--- src/rtl/writeback_unit_if.sv ---
// Handshake and register-bank bundle for the writeback unit: two result
// producers (load path, ALU path) in, one register-bank write port out.
interface writeback_unit_if #(
    parameter int DEPTH = 4
);
    localparam int CW = $clog2(DEPTH) + 1;

    logic          mem_valid;
    logic [4:0]    mem_dest;
    logic [31:0]   mem_data;
    logic          mem_ready;
    logic          alu_valid;
    logic [4:0]    alu_dest;
    logic [31:0]   alu_data;
    logic          alu_ready;
    logic [4:0]    WriteRegister;
    logic [31:0]   WriteData;
    logic          RegWrite;
    logic [31:0]   busy_mask;
    logic [CW-1:0] count;
    logic          full;
    logic          empty;

    modport slave (
        input  mem_valid, mem_dest, mem_data,
        input  alu_valid, alu_dest, alu_data,
        output mem_ready, alu_ready,
        output WriteRegister, WriteData, RegWrite,
        output busy_mask, count, full, empty
    );

    modport master (
        output mem_valid, mem_dest, mem_data,
        output alu_valid, alu_dest, alu_data,
        input  mem_ready, alu_ready,
        input  WriteRegister, WriteData, RegWrite,
        input  busy_mask, count, full, empty
    );
endinterface

--- src/rtl/writeback_unit.sv ---
// Writeback unit: merges load and ALU results into a small FIFO and drains it
// to the register bank with a two-cycle setup/strobe write protocol.
module writeback_unit #(
    parameter int DEPTH = 4
) (
    input  logic              clk,
    input  logic              reset,
    writeback_unit_if.slave   bus
);
    localparam int AW = $clog2(DEPTH);
    localparam int CW = AW + 1;
    localparam logic [CW-1:0] DEPTH_C = CW'(DEPTH);

    typedef enum logic [1:0] {IDLE, SETUP, STROBE} state_t;

    state_t        state_q;
    logic [4:0]    dest_q [DEPTH];
    logic [31:0]   data_q [DEPTH];
    logic [AW-1:0] wr_ptr_q;
    logic [AW-1:0] rd_ptr_q;
    logic [CW-1:0] count_q;
    logic [CW-1:0] count_d;
    logic [4:0]    wreg_q;
    logic [31:0]   wdata_q;
    logic          regwrite_q;

    logic          full;
    logic          empty;
    logic          accept_mem;
    logic          accept_alu;
    logic [4:0]    in_dest;
    logic [31:0]   in_data;
    logic          push;
    logic          pop;
    logic [31:0]   busy_mask;

    assign full  = (count_q == DEPTH_C);
    assign empty = (count_q == '0);

    // Load path wins when both producers offer in the same cycle.
    assign accept_mem = bus.mem_valid && !full;
    assign accept_alu = bus.alu_valid && !full && !bus.mem_valid;
    assign in_dest    = accept_mem ? bus.mem_dest : bus.alu_dest;
    assign in_data    = accept_mem ? bus.mem_data : bus.alu_data;

    // Writes to r0 are acknowledged but dropped here.
    assign push = (accept_mem || accept_alu) && (in_dest != 5'd0);
    assign pop  = !empty && ((state_q == IDLE) || (state_q == STROBE));

    always_comb begin
        count_d = count_q;
        if (push && !pop) begin
            count_d = count_q + 1'b1;
        end else if (!push && pop) begin
            count_d = count_q - 1'b1;
        end
    end

    always_ff @(posedge clk or posedge reset) begin
        if (reset) begin
            wr_ptr_q <= '0;
            rd_ptr_q <= '0;
            count_q  <= '0;
        end else begin
            if (push) wr_ptr_q <= wr_ptr_q + 1'b1;
            if (pop)  rd_ptr_q <= rd_ptr_q + 1'b1;
            count_q <= count_d;
        end
    end

    always_ff @(posedge clk) begin
        if (push) begin
            dest_q[wr_ptr_q] <= in_dest;
            data_q[wr_ptr_q] <= in_data;
        end
    end

    always_ff @(posedge clk or posedge reset) begin
        if (reset) begin
            state_q    <= IDLE;
            wreg_q     <= '0;
            wdata_q    <= '0;
            regwrite_q <= 1'b0;
        end else begin
            case (state_q)
                IDLE: begin
                    regwrite_q <= 1'b0;
                    if (pop) begin
                        wreg_q  <= dest_q[rd_ptr_q];
                        wdata_q <= data_q[rd_ptr_q];
                        state_q <= SETUP;
                    end
                end
                SETUP: begin
                    regwrite_q <= 1'b1;
                    state_q    <= STROBE;
                end
                STROBE: begin
                    regwrite_q <= 1'b0;
                    if (pop) begin
                        wreg_q  <= dest_q[rd_ptr_q];
                        wdata_q <= data_q[rd_ptr_q];
                        state_q <= SETUP;
                    end else begin
                        state_q <= IDLE;
                    end
                end
                default: begin
                    regwrite_q <= 1'b0;
                    state_q    <= IDLE;
                end
            endcase
        end
    end

    // A slot is live when its distance from the read pointer is below count.
    always_comb begin
        busy_mask = '0;
        for (int i = 0; i < DEPTH; i++) begin
            if ({1'b0, AW'(AW'(i) - rd_ptr_q)} < count_q) begin
                busy_mask[dest_q[i]] = 1'b1;
            end
        end
        if (state_q != IDLE) begin
            busy_mask[wreg_q] = 1'b1;
        end
    end

    assign bus.mem_ready     = !full;
    assign bus.alu_ready     = !full && !bus.mem_valid;
    assign bus.WriteRegister = wreg_q;
    assign bus.WriteData     = wdata_q;
    assign bus.RegWrite      = regwrite_q;
    assign bus.busy_mask     = busy_mask;
    assign bus.count         = count_q;
    assign bus.full          = full;
    assign bus.empty         = empty;
endmodule

--- src/flat_wrapper.sv ---
// flat-port wrapper written by rule: the top's interface ports become plain ports
module writeback_unit_flat 
#(
    parameter int DEPTH = 4
)
  (clk, reset, bus_mem_valid, bus_mem_dest, bus_mem_data, bus_alu_valid, bus_alu_dest, bus_alu_data, bus_mem_ready, bus_alu_ready, bus_WriteRegister, bus_WriteData, bus_RegWrite, bus_busy_mask, bus_count, bus_full, bus_empty);
  writeback_unit_if #(.DEPTH(DEPTH)) bus_i ();
  input  logic clk;
  input  logic reset;
  input wire logic [$bits(bus_i.mem_valid)-1:0] bus_mem_valid;
  input wire logic [$bits(bus_i.mem_dest)-1:0] bus_mem_dest;
  input wire logic [$bits(bus_i.mem_data)-1:0] bus_mem_data;
  input wire logic [$bits(bus_i.alu_valid)-1:0] bus_alu_valid;
  input wire logic [$bits(bus_i.alu_dest)-1:0] bus_alu_dest;
  input wire logic [$bits(bus_i.alu_data)-1:0] bus_alu_data;
  output wire logic [$bits(bus_i.mem_ready)-1:0] bus_mem_ready;
  output wire logic [$bits(bus_i.alu_ready)-1:0] bus_alu_ready;
  output wire logic [$bits(bus_i.WriteRegister)-1:0] bus_WriteRegister;
  output wire logic [$bits(bus_i.WriteData)-1:0] bus_WriteData;
  output wire logic [$bits(bus_i.RegWrite)-1:0] bus_RegWrite;
  output wire logic [$bits(bus_i.busy_mask)-1:0] bus_busy_mask;
  output wire logic [$bits(bus_i.count)-1:0] bus_count;
  output wire logic [$bits(bus_i.full)-1:0] bus_full;
  output wire logic [$bits(bus_i.empty)-1:0] bus_empty;
  assign bus_i.mem_valid = bus_mem_valid;
  assign bus_i.mem_dest = bus_mem_dest;
  assign bus_i.mem_data = bus_mem_data;
  assign bus_i.alu_valid = bus_alu_valid;
  assign bus_i.alu_dest = bus_alu_dest;
  assign bus_i.alu_data = bus_alu_data;
  assign bus_mem_ready = bus_i.mem_ready;
  assign bus_alu_ready = bus_i.alu_ready;
  assign bus_WriteRegister = bus_i.WriteRegister;
  assign bus_WriteData = bus_i.WriteData;
  assign bus_RegWrite = bus_i.RegWrite;
  assign bus_busy_mask = bus_i.busy_mask;
  assign bus_count = bus_i.count;
  assign bus_full = bus_i.full;
  assign bus_empty = bus_i.empty;
  writeback_unit #(.DEPTH(DEPTH)) u_core (.clk(clk), .reset(reset), .bus(bus_i));
endmodule
--- config.mk ---
export PLATFORM = sky130hd
export DESIGN_NAME = writeback_unit_flat
export DESIGN_NICKNAME = d
export VERILOG_FILES = /design/src/rtl/writeback_unit_if.sv /design/src/rtl/writeback_unit.sv /design/src/flat_wrapper.sv
export SDC_FILE = /design/constraint.sdc
export NUM_CORES = 1
export LEC_CHECK = 0
export BUFFER_PORTS_ARGS = -buffer_cell sky130_fd_sc_hd__buf_2
export CAP_MARGIN = 10
export CORE_MARGIN = 5
export CORE_UTILIZATION = 61
export CTS_BUF_LIST = sky130_fd_sc_hd__clkbuf_8 sky130_fd_sc_hd__clkbuf_16
export DETAILED_ROUTE_END_ITERATION = 6
export GPL_TIMING_DRIVEN = 0
export PLACE_DENSITY = 0.92
export REMOVE_ABC_BUFFERS = 1
export SYNTH_ARGS = -nofsm -noshare
export SYNTH_HDL_FRONTEND = slang
export SYNTH_SLANG_ARGS = --single-unit
export TNS_END_PERCENT = 50
--- constraint.sdc ---
create_clock -name clk -period 4.6 [get_ports clk]
set_clock_uncertainty 0.1 [all_clocks]
set_input_delay 0.23 -clock clk [delete_from_list [all_inputs] [get_ports clk]]
set_output_delay 0.23 -clock clk [all_outputs]
set_load 0.1 [all_outputs]
==> results of run 1 <==
[how the worst max path moves through the flow]
stage,endpoint,depth (start not counted),slack (ps),startpoint
4_1_cts,bus_busy_mask[7],8,460,u_core.rd_ptr_q[0]
2_1_floorplan,u_core.bus.count[1],7,-90,u_core.bus.count[2]
6_report,bus_busy_mask[7],8,440,u_core.rd_ptr_q[0]
5_1_grt,bus_busy_mask[7],8,160,u_core.rd_ptr_q[0]
3_5_place_dp,bus_busy_mask[7],8,950,u_core.rd_ptr_q[0]
3_3_place_gp,bus_busy_mask[6],8,-380,u_core.rd_ptr_q[0]
[sequential cells by signal, summed over array words and instances, names as in the netlist]
signal and count:
u_core.bus.RegWrite 1, u_core.bus.count 3, u_core.wr_ptr_q 2, u_core.dest_q 20, u_core.bus.WriteRegister 5, u_core.state_q 2, u_core.bus.WriteData 32, u_core.rd_ptr_q 2
u_core.data_q 128
[kinds of logic (layout without fill, tap and decap cells)]
kind of cell / count (synthesis) / after routing / synth area share (%)
muxes: 112 / 112 / 17.4
DFF: 195 / 195 / 58.1
xor gates and xnor gates: 7 / 7 / 0.634
adders and majority gates: 10 / 10 / 1.37
buffers and inverters: 54 / 209 / 3.01
and+or+nand+nor: 164 / 164 / 9.88
AOI/OAI and AO/OA: 81 / 81 / 9.59
[synth_stat cells, drive strengths merged]
library cell,n,share of area [%]
clkbuf,14,0.56
buf,25,1.7
nand4,12,0.78
a21oi,2,0.14
nor2,15,0.61
inv,14,0.54
dfrtp,47,12
a22oi,56,4.3
nor3b,6,0.47
mux4,37,8.6
nor4,6,0.78
nor4b,1,0.16
ha,9,1.2
nand3,44,2.3
a211oi,3,0.54
nor2b,18,1.5
edfxtp,148,46
nand2,35,1.4
bufinv,1,0.18
and3,2,0.13
or2,3,0.19
nor3,5,0.31
or4,2,0.16
and3b,2,0.18
o21bai,1,0.078
xnor2,4,0.36
mux2,75,8.8
o21ai,4,0.21
and2,8,0.52
nand2b,5,0.40
xor2,3,0.27
fa,1,0.21
a2111oi,15,4.3
[final cells by class]
cell class	instances	area [µm²]
clock buffer	17	425
fill	963	4390
sequential	195	5630
inverter	15	70.1
timing repair buffer	162	921
multi-input combinational	374	3770
clock inverter	15	244
tap	216	270
[through the flow]
step                worst slack [ps]  instances
floorplan                      -89.7        584
global placement                -381        954
detailed placement               950        961
CTS                              455        994
global route                     160        994
finish                           439        994
[metal layers]
layer | share of wire [%] | track usage (%) | vias to the layer above
li1 | - | - | 2737
met1 | 37 | 36.8 | 3291
met2 | 51 | 48.7 | 436
met3 | 9.5 | 7.62 | 65
met4 | 2.6 | 9.01 | 0
met5 | 0 | 0 | -
[worst max-delay path, delay by kind of cell (launching register included)]
family                     cells  cell delay [ps]
adders and majority gates      1              300
xor gates and xnor gates       1              220
DFF                            1             1000
buffers and inverters          2              530
and+or+nand+nor                3              520
AOI/OAI and AO/OA              1              790
==> results.toml, run 1 <==
[global_routing]
grtUsageTotal_pct = 28.8
grt-ovfl-total = 0
grt_pass1_wl_um = 39800
grt_pass1_vias = 6852
antenna_found_initial = 0
grt_start_max_net_pins = 45

[layout]
post-route-util_pct = 72.1
final_layout_size_suffix_gt1_share_pct = 45.4
final_nets = 853
n_antenna_cell = 0
layout_common_cells = "154 x buf_2, 148 x edfxtp_1, 74 x mux2_2"
design_area_um2 = 11300
areaGrowthSynthToFinish_pct = 17.1
mostFrequentLayoutCell = "buf_2"

[clock_tree]
holdBufCountCts = 1
cts_buffer_depth = 2
post_cts_resized = 0
clk_pin_slew_ps = 70
cts_tree = "yes"
cts.sinks = 195
cts_made_buffers = 17
clk_latency_ps = 440
htree_levels = 4
post_cts_buffers = 0
clk_root_buffer_cell = "clkbuf_16"

[die]
die_h_um = 136
io_pins = 155
rows = 46
core-area_um2 = 15700
die_x_um = 136
dieArea_um2 = 18500
start_util_pct = 61.5

[place]
gp_congestion = 0.918
dp_hpwl_um = 17200
placed_area_um2 = 10600
port_buffers = 154

[worst_hold_path]
hold_depth = 2
hp-start = "bus_alu_data[6]"
hold_class = "in -> reg"
min_to = "u_core.data_q[1][6]"

[worst_setup_path]
startpoint_type = "flip-flop"
reg2reg_depth = 3
worst_setup_path_end_kind = "output pin"
critPathMaxFanout = 44
crit_arrival_ps = 3830
cp_cell_sequence = "xnor2_1 > inv_1 > ha_1 > nor2b_4 > a211oi_2 > nand3_1 > nand4_1 > buf_2"
rr_endpoint = "u_core.data_q[0][12]"
crit_required_ps = 4270
slowest_stage = "dfrtp_4"
crit_path_max_incr_delay_ps = 1000
timing.rr.start = "u_core.bus.count[2]"
path_class = "reg -> out"
reg2reg_slack_ps = 1810

[routing]
wl_per_cell_um = 26.1
final_antenna_net_count = 0
drt_iter0_drc = 570
drt_wl_total_um = 26000
dr.pass1.iters = 6
num_vias = 6529
avgViaCountPerCell = 6.57
drc = 0

[sta]
worst_pin_slew_ps = 1320
timing.fmax_ghz = 0.240
tns_ps = 0
drv_slew = 0
rsz0062_at_grt = "false"
post-route-min-period_ps = 4160
timing.final.hold_violations = 0
hold_slack_ps = 43.3
finalSetupViolCount = 0
slew-limit-headroom_pct = 11.5
period_share_pct = 90.5

[logic_synthesis]
synth_cell_types = 48
netlist_area_um2 = 9670
yosys_warnings = 0
yosysSeqAreaShare_pct = 58.1
syn_avg_cell_area_um2 = 15.5
syn_inst = 623
ys_ff_latch = 195

[status]
status = "complete, no violations"

[job]
maxCapViolCount = 0
Power of run 1 is left out: the tool's default activity adds up to more than one toggle a clock period on the data nets, which glitch-free logic cannot reach.
==> run 2: changes to the inputs <==
--- a/config.mk
+++ b/config.mk
@@ -8,12 +8,13 @@
 export BUFFER_PORTS_ARGS = -buffer_cell sky130_fd_sc_hd__buf_2
 export CAP_MARGIN = 10
 export CORE_MARGIN = 5
-export CORE_UTILIZATION = 61
+export CORE_UTILIZATION = 52
 export CTS_BUF_LIST = sky130_fd_sc_hd__clkbuf_8 sky130_fd_sc_hd__clkbuf_16
 export DETAILED_ROUTE_END_ITERATION = 6
 export GPL_TIMING_DRIVEN = 0
-export PLACE_DENSITY = 0.92
+export PLACE_DENSITY = 0.84
 export REMOVE_ABC_BUFFERS = 1
+export SLEW_MARGIN = 30
 export SYNTH_ARGS = -nofsm -noshare
 export SYNTH_HDL_FRONTEND = slang
 export SYNTH_SLANG_ARGS = --single-unit
==> constraint.sdc (replaced) <==
create_clock -name clk -period 3.4 [get_ports clk]
set_clock_uncertainty 0.1 [all_clocks]
set_input_delay 0.17 -clock clk [delete_from_list [all_inputs] [get_ports clk]]
set_output_delay 0.17 -clock clk [all_outputs]
set_load 0.1 [all_outputs]
==> results.toml, run 2 (same netlist as run 1, synthesis figures left out) <==
[layout]
areaGrowthSynthToFinish_pct = 23.3
fillers = 1289
seq_area_um2 = 5630
top_register = "u_core.data_q"
layout_common_cells = "148 x edfxtp_1, 122 x buf_2, 74 x mux2_2"
design_area_um2 = 11900
final_nets = 903
multi_input_area_um2 = 3800
n_antenna_cell = 0
post-route-util_pct = 65.7
final_layout_size_suffix_gt1_share_pct = 44.2
largest_register_ffs = 128
mostFrequentLayoutCell = "edfxtp_1"

[global_routing]
grt_pass1_vias = 6764
grt_pass1_wl_um = 38200
grtUsageTotal_pct = 22.8
grt_start_max_net_pins = 38
grt-ovfl-total = 0
antenna_found_initial = 0

[worst_setup_path]
worst_setup_path_end_kind = "output pin"
startpoint_type = "flip-flop"
crit_path_max_incr_delay_ps = 540
crit_arrival_ps = 3020
critPathMaxFanout = 27
slowest_stage = "a2111oi_4"
crit_required_ps = 3130
cp_cell_sequence = "buf_12 > xnor2_1 > ha_1 > nor2b_4 > a2111oi_4 > a22oi_1 > nand4_1 > buf_4"
path_class = "reg -> out"

[sta]
timing.fmax_ghz = 0.304
drv_slew = 0
rsz0062_at_grt = "false"
post-route-min-period_ps = 3290
hold_slack_ps = 13.8
slew-limit-headroom_pct = 43.6
period_share_pct = 96.7
worst_pin_slew_ps = 843
timing.final.hold_violations = 0
finalSetupViolCount = 0

[routing]
wl_per_cell_um = 23.2
final_antenna_net_count = 0
dr.pass1.iters = 5
num_vias = 6441
drt_wl_total_um = 24500
drt_iter0_drc = 664
avgViaCountPerCell = 6.09
drc = 0

[status]
status = "complete, no violations"

[clock_tree]
cts_made_buffers = 17
clk_pin_slew_ps = 80
cts_tree = "yes"
cts_buffer_depth = 2
cts.sinks = 195
htree_levels = 4
clk_latency_ps = 420
clk_root_buffer_cell = "clkbuf_16"

[place]
placed_area_um2 = 10600
dp_hpwl_um = 15400
port_buffers = 154
gp_congestion = 0.939

[die]
io_pins = 155
start_util_pct = 53.3
dieArea_um2 = 21400
die_x_um = 146
die_h_um = 146
core-area_um2 = 18100
rows = 49

[job]
maxCapViolCount = 0

[worst_hold_path]
hold_class = "in -> reg"
==> run 2: cell types whose count changed in the layout (fill, tap and decap cells not counted), sizes merged <==
cell / previous run / this run
dlygate4sd3: 1 / 40
bufinv: 5 / 4
clkinvlp: 2 / 1
clkbuf: 17 / 24
buf: 161 / 165
inv: 18 / 20
==> run 2: per-stage QoR <==
stage / std cells / TNS [ps] / setup WS (ps)
after floorplan: 584 / -314650 / -1290
after global placement: 967 / -61010 / -1600
after detailed placement: 971 / -656 / -88.2
after CTS: 1055 / 0 / 31.3
after global routing: 1057 / 0 / 0.982
final: 1057 / 0 / 113
==> run 2: final timing paths <==
kind                                                  to  cells past startpoint  slack (ps)                start
worst max-delay path                    bus_busy_mask[5]                      8         110   u_core.rd_ptr_q[0]
worst min-delay path                u_core.data_q[2][16]                      2          10     bus_mem_data[16]
worst max register to register       u_core.data_q[3][7]                      4         320  u_core.bus.count[2]
worst min register to register         u_core.state_q[1]                      1         400    u_core.state_q[1]
max in group asynchronous             u_core.rd_ptr_q[1]                      4        2590                reset
min in group asynchronous       u_core.bus.WriteData[20]                      3         120                reset
==> run 2: cell type report <==
type / instances / share of cell area (%)
Timing Repair Buffer: 212 / 12.5
Clock inverter: 15 / 1.81
Sequential cell: 195 / 47.2
Multi-Input combinational cell: 374 / 31.9
Inverter: 15 / 0.609
Clock buffer: 17 / 3.57
Tap cell: 229 / 2.40
==> run 2: what timing repair did <==
action	CTS	global route
hold buffers	40	0
pin swaps	5	6
endpoints found under the hold margin	124	0
setup buffers	12	2
gates resized for setup	23	17
setup endpoints to repair	32	35
==> run 2: worst max-delay path, delay by kind of cell, from the launching register on <==
| kind | cells | cell delay [ps] |
|---|---|---|
| AOI/OAI and AO/OA | 2 | 710 |
| buffers and inverters | 2 | 500 |
| DFF | 1 | 490 |
| and+or+nand+nor | 2 | 380 |
| adders and majority gates | 1 | 260 |
| xor gates and xnor gates | 1 | 220 |
==> run 2: per-layer routing <==
| metal | share of wire, % | vias up | wire length (µm) | track usage (%) |
|---|---|---|---|---|
| met4 | 2.5 | 0 | 611 | 6.77 |
| met2 | 49 | 347 | 11900 | 37.9 |
| met5 | 0 | - | 0 | 0 |
| met3 | 9.0 | 67 | 2210 | 5.73 |
| met1 | 40 | 3179 | 9720 | 29.8 |
| li1 | - | 2848 | - | - |
Power of run 2 is left out for the same reason.
